**config.mk**
```make
export PLATFORM = sky130hd
export DESIGN_NAME = simple_out_capture
export DESIGN_NICKNAME = d
export VERILOG_FILES = /design/src/rtl/simple_out_capture.sv
export SDC_FILE = /design/constraint.sdc
export NUM_CORES = 1
export LEC_CHECK = 0
export BUFFER_PORTS_ARGS = -buffer_cell sky130_fd_sc_hd__buf_2
export CAP_MARGIN = 20
export CORE_MARGIN = 8
export CORE_UTILIZATION = 57
export CTS_BUF_LIST = sky130_fd_sc_hd__clkbuf_4
export DETAILED_ROUTE_END_ITERATION = 16
export HOLD_SLACK_MARGIN = 0.1
export MAX_ROUTING_LAYER = met4
export PLACE_DENSITY = 0.82
export SETUP_SLACK_MARGIN = 0.05
export SLEW_MARGIN = 5
export SYNTH_ARGS = -nofsm -noshare
export SYNTH_HDL_FRONTEND = slang
export SYNTH_SLANG_ARGS = --single-unit
```
**constraint.sdc**
```tcl
create_clock -name iccad_clk -period 2.41 [get_ports iccad_clk]
set_clock_uncertainty 0.1 [all_clocks]
set_input_delay 0.241 -clock iccad_clk [delete_from_list [all_inputs] [get_ports iccad_clk]]
set_output_delay 0.241 -clock iccad_clk [all_outputs]
set_load 0.02 [all_outputs]
```
**src/rtl/simple_out_capture.sv**
```systemverilog
// Capture stage for the simple block's out net: samples a programmable window
// and compacts it into a ones count, a transition count and a MISR signature.
module simple_out_capture #(
    parameter int                WIN_W = 16,
    parameter int                SIG_W = 16,
    parameter logic [SIG_W-1:0]  POLY  = 16'h1021,
    parameter logic [SIG_W-1:0]  SEED  = 16'h0000
) (
    input  logic             iccad_clk,
    input  logic             rst_n,
    input  logic             out_in,
    input  logic             start,
    input  logic [WIN_W-1:0] window_len,
    output logic             busy,
    output logic             done,
    output logic [WIN_W-1:0] ones_cnt,
    output logic [WIN_W-1:0] edge_cnt,
    output logic [SIG_W-1:0] sig
);

    typedef enum logic [1:0] {
        S_IDLE    = 2'd0,
        S_CAPTURE = 2'd1,
        S_DONE    = 2'd2
    } state_t;

    state_t           r_state;
    state_t           w_state_nxt;
    logic             r_out_q;
    logic             r_prev;
    logic             r_first;
    logic [WIN_W-1:0] r_remain;
    logic [WIN_W-1:0] r_ones_cnt;
    logic [WIN_W-1:0] r_edge_cnt;
    logic [SIG_W-1:0] r_sig;

    logic             w_accept;
    logic             w_capture;
    logic             w_last;
    logic             w_edge;
    logic [WIN_W-1:0] w_ones_nxt;
    logic [WIN_W-1:0] w_edge_nxt;
    logic [SIG_W-1:0] w_sig_nxt;

    assign w_accept  = (r_state == S_IDLE) && start;
    assign w_capture = (r_state == S_CAPTURE);
    assign w_last    = (r_remain <= WIN_W'(1));
    assign w_edge    = !r_first && (r_out_q != r_prev);

    // Counters stick at all-ones rather than wrapping
    assign w_ones_nxt = (r_out_q && (r_ones_cnt != '1))
                      ? r_ones_cnt + WIN_W'(1) : r_ones_cnt;
    assign w_edge_nxt = (w_edge && (r_edge_cnt != '1))
                      ? r_edge_cnt + WIN_W'(1) : r_edge_cnt;

    assign w_sig_nxt = {r_sig[SIG_W-2:0], 1'b0}
                     ^ (r_sig[SIG_W-1] ? POLY : '0)
                     ^ SIG_W'(r_out_q);

    always_ff @(posedge iccad_clk or negedge rst_n) begin
        if (!rst_n) begin
            r_state <= S_IDLE;
        end else begin
            r_state <= w_state_nxt;
        end
    end

    always_comb begin
        w_state_nxt = r_state;
        unique case (r_state)
            S_IDLE: begin
                if (start) begin
                    w_state_nxt = (window_len != '0) ? S_CAPTURE : S_DONE;
                end
            end
            S_CAPTURE: begin
                if (w_last) begin
                    w_state_nxt = S_DONE;
                end
            end
            S_DONE: begin
                w_state_nxt = S_IDLE;
            end
            default: begin
                w_state_nxt = S_IDLE;
            end
        endcase
    end

    always_ff @(posedge iccad_clk or negedge rst_n) begin
        if (!rst_n) begin
            r_out_q    <= 1'b0;
            r_prev     <= 1'b0;
            r_first    <= 1'b1;
            r_remain   <= '0;
            r_ones_cnt <= '0;
            r_edge_cnt <= '0;
            r_sig      <= SEED;
        end else begin
            r_out_q <= out_in;
            if (w_accept) begin
                r_remain   <= window_len;
                r_ones_cnt <= '0;
                r_edge_cnt <= '0;
                r_sig      <= SEED;
                r_first    <= 1'b1;
            end else if (w_capture) begin
                r_ones_cnt <= w_ones_nxt;
                r_edge_cnt <= w_edge_nxt;
                r_sig      <= w_sig_nxt;
                r_prev     <= r_out_q;
                r_first    <= 1'b0;
                r_remain   <= (r_remain != '0) ? r_remain - WIN_W'(1) : '0;
            end
        end
    end

    // Status comes straight from the state register, never from inputs
    assign busy     = (r_state == S_CAPTURE);
    assign done     = (r_state == S_DONE);
    assign ones_cnt = r_ones_cnt;
    assign edge_cnt = r_edge_cnt;
    assign sig      = r_sig;

endmodule

```
After elaboration in Yosys (flattened, before gate mapping) --
Cells that the tools add are included.
Storage, ports and cells: register bits 69, bits of input ports 20, output and inout port bits 50, word-level logic and storage cells 55
Cells by class: add/sub/neg operators 3, magnitude comparators 1, equality and inequality tests 7, mux-type cells 18, bitwise logic cells 3, reduce and logical (&&, ||, !) cells 15
Operator list (number):
- $mux W16 | 11
- $add A16 B1 Y16 const B | 2
- $ne A16 B16 Y1 const B | 2
- $reduce_bool A16 Y1 | 2
- $le A16 B1 Y1 const B | 1
- $sub A16 B1 Y16 const B | 1
- $xor A16 B1 Y16 | 1
- $xor A16 B13 Y16 | 1
- $mux W13 | 1
- $reduce_and A2 Y1 | 4
- $mux W2 | 3
- $reduce_bool A2 Y1 | 3
- $logic_and A1 B1 Y1 | 4
- $pmux W2 S2 | 1
- $eq A2 B1 Y1 const B | 1
- $eq A2 B2 Y1 const B | 1
- $logic_not A2 Y1 | 1
- $mux W1 | 2
- $ne A2 B1 Y1 const B | 1
- $ne A2 B2 Y1 const B | 1
- $logic_not A1 Y1 | 1
- $ne A1 B1 Y1 | 1
- $not A1 Y1 | 1

Logic depth before layout (Yosys ltp) --
Gate-level depths: netlist (run 1).
depth in word-level cells 6, depth in mapped cells 8, depth with buffers taken out 7

Worst setup path after synthesis (run 1) --
OpenSTA, ideal clock, no wires.
path kind flip-flop to flip-flop, start point register r_state[1], end point register r_edge_cnt[15] (netlist: edge_cnt[15]), arrival time 1928 ps, required time 2182 ps, path slack 254 ps, stages on the path, launching flop included 8, path buffers 2, clock period less this slack 2156 ps, cell sequence dfrtp_1 -> nand2b_1 -> buf_6 -> or4_1 -> buf_2 -> or4_4 -> nand3_2 -> o21ai_2
On the way: word-level cells in the longest chain between the ends 4, elaborated cells on any way between the ends 7, those cells by class eq/ne: 1; mux: 1; reduce/logical: 5
Ends and longest elaborated chain:
- start, declared | RTL line 27 | state_t r_state;
- start signal, assigned | RTL line 64 | r_state <= w_state_nxt;
- $logic_not A2 Y1 | RTL line 45 | assign w_accept = (r_state == S_IDLE) && start;
- $logic_and A1 B1 Y1 | RTL line 45
- $reduce_bool A2 Y1 (no line)
- $reduce_and A2 Y1 (no line)
- end signal, assigned | RTL line 109 | r_edge_cnt <= w_edge_nxt;
- end, declared | RTL line 34 | logic [WIN_W-1:0] r_edge_cnt;
Several ways; a longest one is shown, not always the timed one. A chain may end at the register's enable or synchronous reset.

Final worst setup path (run 1) --
start point register r_state[1], end point output busy
On the way: word-level cells in the longest chain between the ends 1
Ends and longest elaborated chain:
- $eq A2 B1 Y1 | RTL line 119 | assign busy = (r_state == S_CAPTURE);
- end, declared | RTL line 14 | output logic busy,
No other way between the ends.

==> results of run 1 <==
[registers in the layout (all words and copies together), names as in the netlist]
signal,cells
sig,16
ones_cnt,16
r_state,2
r_prev,1
r_first,1
edge_cnt,16
r_remain,16
r_out_q,1
[synthesized netlist by cell type, types with 5 or more instances]
master    count
nor4_1       16
o311ai_0      8
dfrtp_1      68
nand4_1       9
nor3_1        7
nand2_1      67
a211oi_1      5
o21ai_0      24
ha_1          5
xnor2_1      24
a21oi_1      18
clkbuf_1     14
and4_1        6
nor2_1       37
or3_1         7
nand3_1      14
[timing repair]
item	CTS	global route
setup endpoints to repair	0	0
setup buffers	0	0
hold endpoints to repair	40	0
hold buffers	18	0
[worst max-delay path: stages, from the launching register on]
cell and delay (ns):
dfrtp_1 0.44, nand2b_1 0.17, buf_4 0.19, inv_1 0.19
buf_4 0.24, buf_2 0.19
[kinds of logic (layout without fill, tap and decap cells)]
family / Yosys count / in the layout / share of synthesized area
flops: 69 / 69 / 0.474
mux: 2 / 2 / 0.00549
buf+inv: 22 / 118 / 0.0251
compound gates: 84 / 84 / 0.151
fa+ha+maj: 5 / 5 / 0.0172
xor+xnor: 26 / 26 / 0.0625
other cells: 0 / 2 / 0
simple gates: 192 / 192 / 0.264
[power by group through the flow]
stage / combinational, mW / clock [mW] / sequential (mW)
after floorplan: 0.719 / 0 / 2.40
after global placement: 1.69 / 0 / 2.01
after detailed placement: 1.74 / 0 / 2.04
after CTS: 1.77 / 0.783 / 2.02
after global routing: 1.91 / 0.838 / 2.10
final: 1.75 / 0.785 / 2.03
[final cells by class]
| cell class | count | area (um^2) | area share |
|---|---|---|---|
| multi-input combinational | 309 | 1830 | 0.411 |
| sequential | 69 | 1730 | 0.388 |
| timing repair buffer | 99 | 641 | 0.144 |
| tap | 77 | 96.3 | 0.0217 |
| clock inverter | 7 | 72.6 | 0.0163 |
| clock buffer | 9 | 67.6 | 0.0152 |
| inverter | 3 | 11.3 | 0.00253 |
| antenna | 2 | 5.00 | 0.00113 |
[final timing paths]
check                                 from     endpoint  slack [ns]  cells past startpoint
worst max-delay path            r_state[1]         busy        0.20                      5
worst min-delay path                 start   r_state[1]        0.18                      4
worst max register to register  r_state[1]  ones_cnt[9]        0.20                      7
worst min register to register     r_first      r_first        0.38                      2
max in group asynchronous            rst_n  edge_cnt[1]        1.37                      3
min in group asynchronous            rst_n       sig[3]        0.19                      2
[metrics by stage]
step                cell area, um^2  setup slack [ns]  hold slack [ns]
floorplan                      3640             0.254           -0.155
global placement               4120             0.306            0.152
detailed placement             4120             0.267            0.160
CTS                            4440             0.234            0.200
global route                   4440            0.0658            0.228
finish                         4450             0.197            0.182
[per-layer routing]
metal	wire, um	track usage	vias up
li1	-	-	1656
met1	4090	0.284	1696
met2	4930	0.369	148
met3	666	0.0413	30
met4	295	0.140	0
met5	0	-	-
==> key figures, run 1 <==
Clock network
  – Clock Sinks: 69
  – Clk pin slew, worst setup/hold paths: 0.12 ns
  – H-Tree Depth: 3
  – Clock buffer depth: 2
  – TritonCTS clock tree: yes
  – Clock latency at the later pin of the worst-skew pair: 0.44 ns
  – Post-CTS resize count: 0
  – CTS root buf: clkbuf_4
  – Num CTS Buffers: 9

GRT
  – Largest net degree at the start of global routing: 32
  – GRT Overall Usage: 0.237
  – Initial antenna violation count: 0
  – Total grt overflow: 0
  – First-pass GRT wire length: 16.4 mm
  – Vias in the first global route: 3430

Yosys
  – Synth top area share: 0.467
  – Post-synthesis sequential area ratio: 0.474
  – Area leader, netlist: dfrtp_1
  – Netlist cell types: 52
  – Syn Area/Cell: 9.11 um^2
  – Top post-synthesis cells by area: dfrtp_1 47%, nand2_1 6.9%, xnor2_1 5.8%, nor2_1 3.8%, o21ai_0 3.3%
  – Mapped Cells: 400
  – Ys Warns: 0
  – Cell area after synthesis: 3640 um^2
  – EDFF count, synth: 0
  – Synthesized flop and latch total: 69
  – Synth Net Count: 425
  – Most used DFF post-synth: dfrtp_1
  – Post-synth ARST share: 1.00

Critical path
  – Crit Path Max Fanout: 14
  – CP arrival: 1.87 ns
  – Crit. End Element: primary output
  – Critical Path RT: 2.07 ns
  – Worst Path Class, Setup: flip-flop to primary output
  – Startpoint Class: flip-flop

Floorplan
  – DIE HEIGHT: 96.0 um
  – Die area: 9210 um^2
  – Die Width: 96.0 um
  – Initial Util: 0.581
  – Boundary pin count: 70
  – CORE AREA: 6280 um^2
  – Rows: 29

Final layout
  – Layout overhead on the synthesized area: 22.0%
  – Commonest cells after routing, fill and taps aside: 69 x buf_2, 68 x dfrtp_1, 67 x nand2_1
  – Post-route insts no fill: 575
  – Fillers: 500
  – Layout cells sized above 1: 0.212
  – Final core occ: 0.709
  – Final nets: 516
  – Most common cell after layout, fill and taps aside: buf_2

Worst hold path
  – Hold Path Class: input pin to flip-flop

STA
  – Fin Setup TNS: 0 ns
  – RSZ-0062 raised after global routing: no
  – Fin crit period: 2.21 ns
  – Final clock period utilization by the worst path: 0.918
  – Final hold violations: 0
  – Pins Over Slew Limit: 0
  – Slew headroom: 0.631
  – Max Clock Freq: 0.452 GHz
  – Worst Tran Pin Value: 0.553 ns
  – Count of final setup violators: 0

Detailed routing
  – Final WL: 9.99 mm
  – Via/cell ratio: 6.14
  – DRT Pass-1 Iters: 5
  – Post-route ant nets: 0
  – Vias: 3530
  – DRT iter0 DRCs: 301
  – Residual DRC: 0
  – Wire per inst: 17.4 um

Pwr
  – Int Pwr: 2.55 mW
  – Sequential fraction of design power: 0.444
  – Worst vdd ir: 762 uV
  – Clock network power share: 0.172
  – Static leakage: 1.84 nW
  – Pwr/cell area: 1030 nW/um^2
  – Sw power: 2.02 mW
  – Final Power: 4.56 mW
  – Comb power frac: 0.384
  – Switching portion of total power: 0.442

Placement
  – # port buffers: 69
  – Hpwl dp: 6.91 mm
  – DP Cell Count: 539
  – GPL Wtd Cong: 0.918

Status
  – Status: finished clean

Flow run
  – Max Cap Viol: 0
No activity file was read; power rests on OpenSTA's default activity.
==> inputs of run 2 (changes only) <==
- CORE_UTILIZATION: 57 -> 49
- PLACE_DENSITY: 0.82 -> 0.72
- TNS_END_PERCENT: not set -> 20
==> run 2 against run 1 <==
  * First-iteration DRC count down 48%
  * Die area grew 14%
  * Worst hold slack got worse by 0.0037 ns
  * Clock-buffer cell count is the same
  * Design area did not move
  * Sequential cell count is the same
  * Largest power group unchanged
  * Critical path type unchanged
  * Clock power fell by 18%
  * Total power shrank 3.5%
  * Critical path depth is the same
  * Wire length shrank 4.1%
  * Register-to-register slack about the same
==> key figures, run 2 (synthesis gave the netlist of run 1 again) <==
Final layout
  – Post-route insts no fill: 595
  – Design area: 4450 um^2
  – Layout cells sized above 1: 0.210
  – Final nets: 516
  – Final core occ: 0.617
  – Most common cell after layout, fill and taps aside: buf_2
  – Antenna diodes: 0
  – Commonest cells after routing, fill and taps aside: 69 x buf_2, 68 x dfrtp_1, 67 x nand2_1
  – Layout overhead on the synthesized area: 22.0%

Clock network
  – Num CTS Buffers: 9
  – Clock buffer depth: 2
  – CTS root buf: clkbuf_4
  – TritonCTS clock tree: yes
  – Clock Sinks: 69
  – H-Tree Depth: 3
  – Clock latency at the later pin of the worst-skew pair: 0.42 ns
  – Clk pin slew, worst setup/hold paths: 0.13 ns

STA
  – Worst Tran Pin Value: 0.580 ns
  – Slew headroom: 0.611
  – Fin Setup TNS: 0 ns
  – Pins Over Slew Limit: 0
  – RSZ-0062 raised after global routing: no
  – Fin crit period: 2.21 ns
  – Final clock period utilization by the worst path: 0.916
  – Max Clock Freq: 0.453 GHz
  – Worst hold slack: 0.178 ns
  – Final hold violations: 0
  – Post-route setup slack: 0.202 ns
  – Count of final setup violators: 0

Critical path
  – Most frequent CP cell: buf_4
  – Crit path cell chain: nand2b_1, inv_1, buf_4, buf_4, buf_2
  – CP max stage delay: 0.44 ns
  – CP arrival: 1.87 ns
  – Critical Path RT: 2.07 ns
  – Crit Path Max Fanout: 10
  – CP top delay family: buffers and inverters
  – Startpoint Class: flip-flop
  – Crit. End Element: primary output
  – Crit path buf inv count: 4
  – Worst Path Class, Setup: flip-flop to primary output
  – Slowest cell on the critical path: dfrtp_1

Pwr
  – Static leakage: 1.82 nW
  – Pwr/cell area: 990 nW/um^2
  – Worst vdd ir: 687 uV
  – Final Power: 4.40 mW

Placement
  – DP Cell Count: 561
  – GPL Wtd Cong: 0.937
  – Post-place setup slack: 0.222 ns
  – Placed cell area: 4150 um^2
  – # port buffers: 69
  – Hpwl dp: 6.77 mm

GRT
  – Largest net degree at the start of global routing: 32
  – GRT Overall Usage: 0.198
  – Initial antenna violation count: 0
  – Total grt overflow: 0
  – First-pass GRT wire length: 16.0 mm
  – Vias in the first global route: 3386

Detailed routing
  – Residual DRC: 0
  – Final WL: 9.58 mm
  – Post-route ant nets: 0
  – Via/cell ratio: 5.74
  – DRT iter0 DRCs: 158
  – Vias: 3415
  – DRT Pass-1 Iters: 4
  – Wire per inst: 16.1 um

Floorplan
  – Die area: 10500 um^2
  – Die Width: 102 um
  – CORE AREA: 7210 um^2
  – Rows: 31
  – DIE HEIGHT: 102 um
  – Boundary pin count: 70
  – Initial Util: 0.505

Status
  – Status: finished clean

Worst hold path
  – Hold Path Class: input pin to asynchronous set/reset pin

Flow run
  – Max Cap Viol: 0
[run 2: area by class of cell]
type,count,area [um^2]
tap,99,124
clock inverter,7,41.3
multi-input combinational,309,1840
clock buffer,9,67.6
sequential,69,1730
inverter,3,11.3
timing repair buffer,99,641
fill,660,2770
[run 2: worst reg2reg max path, cell delays in order, from the launching register on]
cell      delay, ns
dfrtp_1        0.46
inv_1          0.09
ha_1           0.22
nor3b_1        0.15
and4_1         0.29
or3_1          0.44
o311ai_0       0.34
[run 2: final timing paths]
kind / start / end / slack (ns) / depth (start not counted)
setup / recovery: r_state[1] / busy / 0.20 / 5
hold / removal: rst_n / sig[3] / 0.18 / 2
setup reg to reg: r_remain[0] / r_remain[10] / 0.21 / 6
hold reg to reg: r_first / r_first / 0.38 / 2
max in group asynchronous: rst_n / r_first / 1.31 / 3
min in group iccad_clk: start / r_state[1] / 0.19 / 4
[run 2: what timing repair did]
action	in CTS	in global routing
gates resized for setup	0	1
hold buffers	18	0
buffers inserted	0	0
hold endpoints to repair	65	0
endpoints found under the setup margin	0	1
[run 2: power by group]
group | switching, mW | leakage [nW] | internal, mW
clock network | 0.435 | 0.0572 | 0.205
logic | 1.05 | 0.994 | 0.683
registers | 0.485 | 0.773 | 1.54
[run 2: routing by layer]
| metal | vias up | GRT usage | part of all wire |
|---|---|---|---|
| li1 | 1652 | - | - |
| met1 | 1638 | 0.238 | 0.44 |
| met2 | 108 | 0.319 | 0.49 |
| met3 | 17 | 0.0429 | 0.053 |
| met4 | 0 | 0.0756 | 0.016 |
| met5 | - | - | 0 |
==> inputs of run 3 (changes only) <==
- ABC_CLOCK_PERIOD_IN_PS: not set -> 2410
- CTS_BUF_LIST: sky130_fd_sc_hd__clkbuf_4 -> sky130_fd_sc_hd__clkbuf_8
==> run 3 against run 2 <==
  * Global-route usage decreased by 0.12 points
  * Wire length is 1.8% lower
  * Critical path depth stayed put
  * Utilization grew 0.64 points
  * Clock-buffer cell count increased by 2
  * Fmax increased by 1.8%
==> key figures, run 3 (synthesis gave the netlist of run 1 again) <==
STA
  – Slew headroom: 0.605
  – Final clock period utilization by the worst path: 0.900
  – Fin Setup TNS: 0 ns
  – Worst hold slack: 0.111 ns
  – Post-route setup slack: 0.241 ns
  – Final hold violations: 0
  – Max Clock Freq: 0.461 GHz
  – Worst Tran Pin Value: 0.590 ns
  – Count of final setup violators: 0
  – Fin crit period: 2.17 ns
  – RSZ-0062 raised after global routing: no
  – Pins Over Slew Limit: 0

Critical path
  – Crit Path Max Fanout: 7
  – CP top delay family: simple AND/OR/NAND/NOR gates
  – Crit path buf inv count: 0
  – Slowest cell on the critical path: or4_1
  – Critical Path RT: 2.55 ns
  – Crit. End Element: flip-flop
  – CP max stage delay: 0.65 ns
  – Crit path cell chain: nand2b_1, or4_1, or4_4, nand3_2, o21ai_2
  – R2r setup slk: 0.24 ns
  – Reg2reg end: edge_cnt[15]
  – Startpoint Class: flip-flop
  – Worst R2R Path Depth: 5
  – CP arrival: 2.31 ns
  – Worst Path Class, Setup: flip-flop to flip-flop
  – Crit path depth: 5
  – R2R Path Start: r_state[1]

Placement
  – Post-place setup slack: 0.222 ns
  – GPL Wtd Cong: 0.937
  – # port buffers: 69
  – Hpwl dp: 6.77 mm
  – DP Cell Count: 561

Worst hold path
  – Hold Path Depth: 3
  – Hold Path Class: input pin to flip-flop
  – Hold Path Origin: window_len[7]
  – Hold Crit Endpoint: r_remain[7]

GRT
  – GRT Overall Usage: 0.197
  – First-pass GRT wire length: 15.8 mm
  – Vias in the first global route: 3283
  – Total grt overflow: 0
  – Initial antenna violation count: 0
  – Largest net degree at the start of global routing: 32

Clock network
  – TritonCTS clock tree: yes
  – Clock latency at the later pin of the worst-skew pair: 0.35 ns
  – Setup bufs post-CTS: 0
  – Clk pin slew, worst setup/hold paths: 0.08 ns
  – Clock Sinks: 69
  – H-Tree Depth: 3
  – CTS root buf: clkbuf_8
  – Clock buffer depth: 2
  – Num CTS Buffers: 9

Final layout
  – Fillers: 640
  – Final nets: 513
  – Final core occ: 0.623
  – Post-route insts no fill: 592
  – Layout cells sized above 1: 0.215
  – Layout overhead on the synthesized area: 23.3%
  – Most common cell after layout, fill and taps aside: buf_2
  – Commonest cells after routing, fill and taps aside: 69 x buf_2, 68 x dfrtp_1, 67 x nand2_1
  – Antenna diodes: 0

Floorplan
  – CORE AREA: 7210 um^2
  – Die area: 10500 um^2
  – Boundary pin count: 70
  – Initial Util: 0.505
  – DIE HEIGHT: 102 um
  – Die Width: 102 um
  – Rows: 31

Detailed routing
  – Post-route ant nets: 0
  – DRT Pass-1 Iters: 4
  – Residual DRC: 0
  – Wire per inst: 15.9 um
  – Vias: 3364
  – Via/cell ratio: 5.68
  – Final WL: 9.41 mm
  – DRT iter0 DRCs: 129

Pwr
  – Static leakage: 1.85 nW
  – Pwr/cell area: 1030 nW/um^2
  – Worst vdd ir: 662 uV

Flow run
  – Max Cap Viol: 0

Status
  – Status: finished clean
[run 3: worst max-delay path by stage]
stage | start | endpoint | slack (ns)
floorplan | r_state[1] | edge_cnt[15] | 0.25
global placement | r_state[1] | edge_cnt[15] | 0.27
detailed placement | r_state[1] | edge_cnt[15] | 0.22
CTS | r_remain[0] | r_remain[10] | 0.23
global route | r_remain[0] | r_remain[10] | 0.06
finish | r_state[1] | edge_cnt[15] | 0.24
[run 3: layout make-up]
type | instances | area, um^2 | area share
multi-input cells | 309 | 1840 | 0.408
flip-flops and latches | 69 | 1730 | 0.384
repair buffers | 96 | 611 | 0.136
clock buffers | 11 | 151 | 0.0337
well taps | 99 | 124 | 0.0276
clock inverters | 5 | 33.8 | 0.00752
inverters | 3 | 11.3 | 0.00251
[run 3: worst reg2reg max path, delay by kind of cell, from the launching register on]
kind            cells  cell delay (ns)
simple gates        4             1.50
flops               1             0.42
compound gates      1             0.06
[run 3: per-stage QoR]
| step | area, um^2 | total power, mW |
|---|---|---|
| 6_report | 4490 | 4.64 |
| 5_1_grt | 4490 | 4.97 |
| 4_1_cts | 4490 | 4.67 |
| 3_5_place_dp | 4150 | 3.77 |
| 3_3_place_gp | 4150 | 3.72 |
| 2_1_floorplan | 3640 | 3.11 |
[run 3: repair_timing]
item                       in CTS  in global routing
setup endpoints to repair       0                  1
hold endpoints to repair       31                  0
hold buffers                   15                  0
resized for setup               0                  1
[run 3: per-layer routing]
layer / global-route usage / up-vias / part of all wire
li1: - / 1644 / -
met1: 0.238 / 1617 / 0.45
met2: 0.319 / 91 / 0.49
met3: 0.0388 / 12 / 0.044
met4: 0.0722 / 0 / 0.014
met5: - / - / 0
[run 3: report_power, final]
part | switching [mW] | internal, mW
clock | 0.447 | 0.430
sequential | 0.486 | 1.55
combinational | 1.05 | 0.680
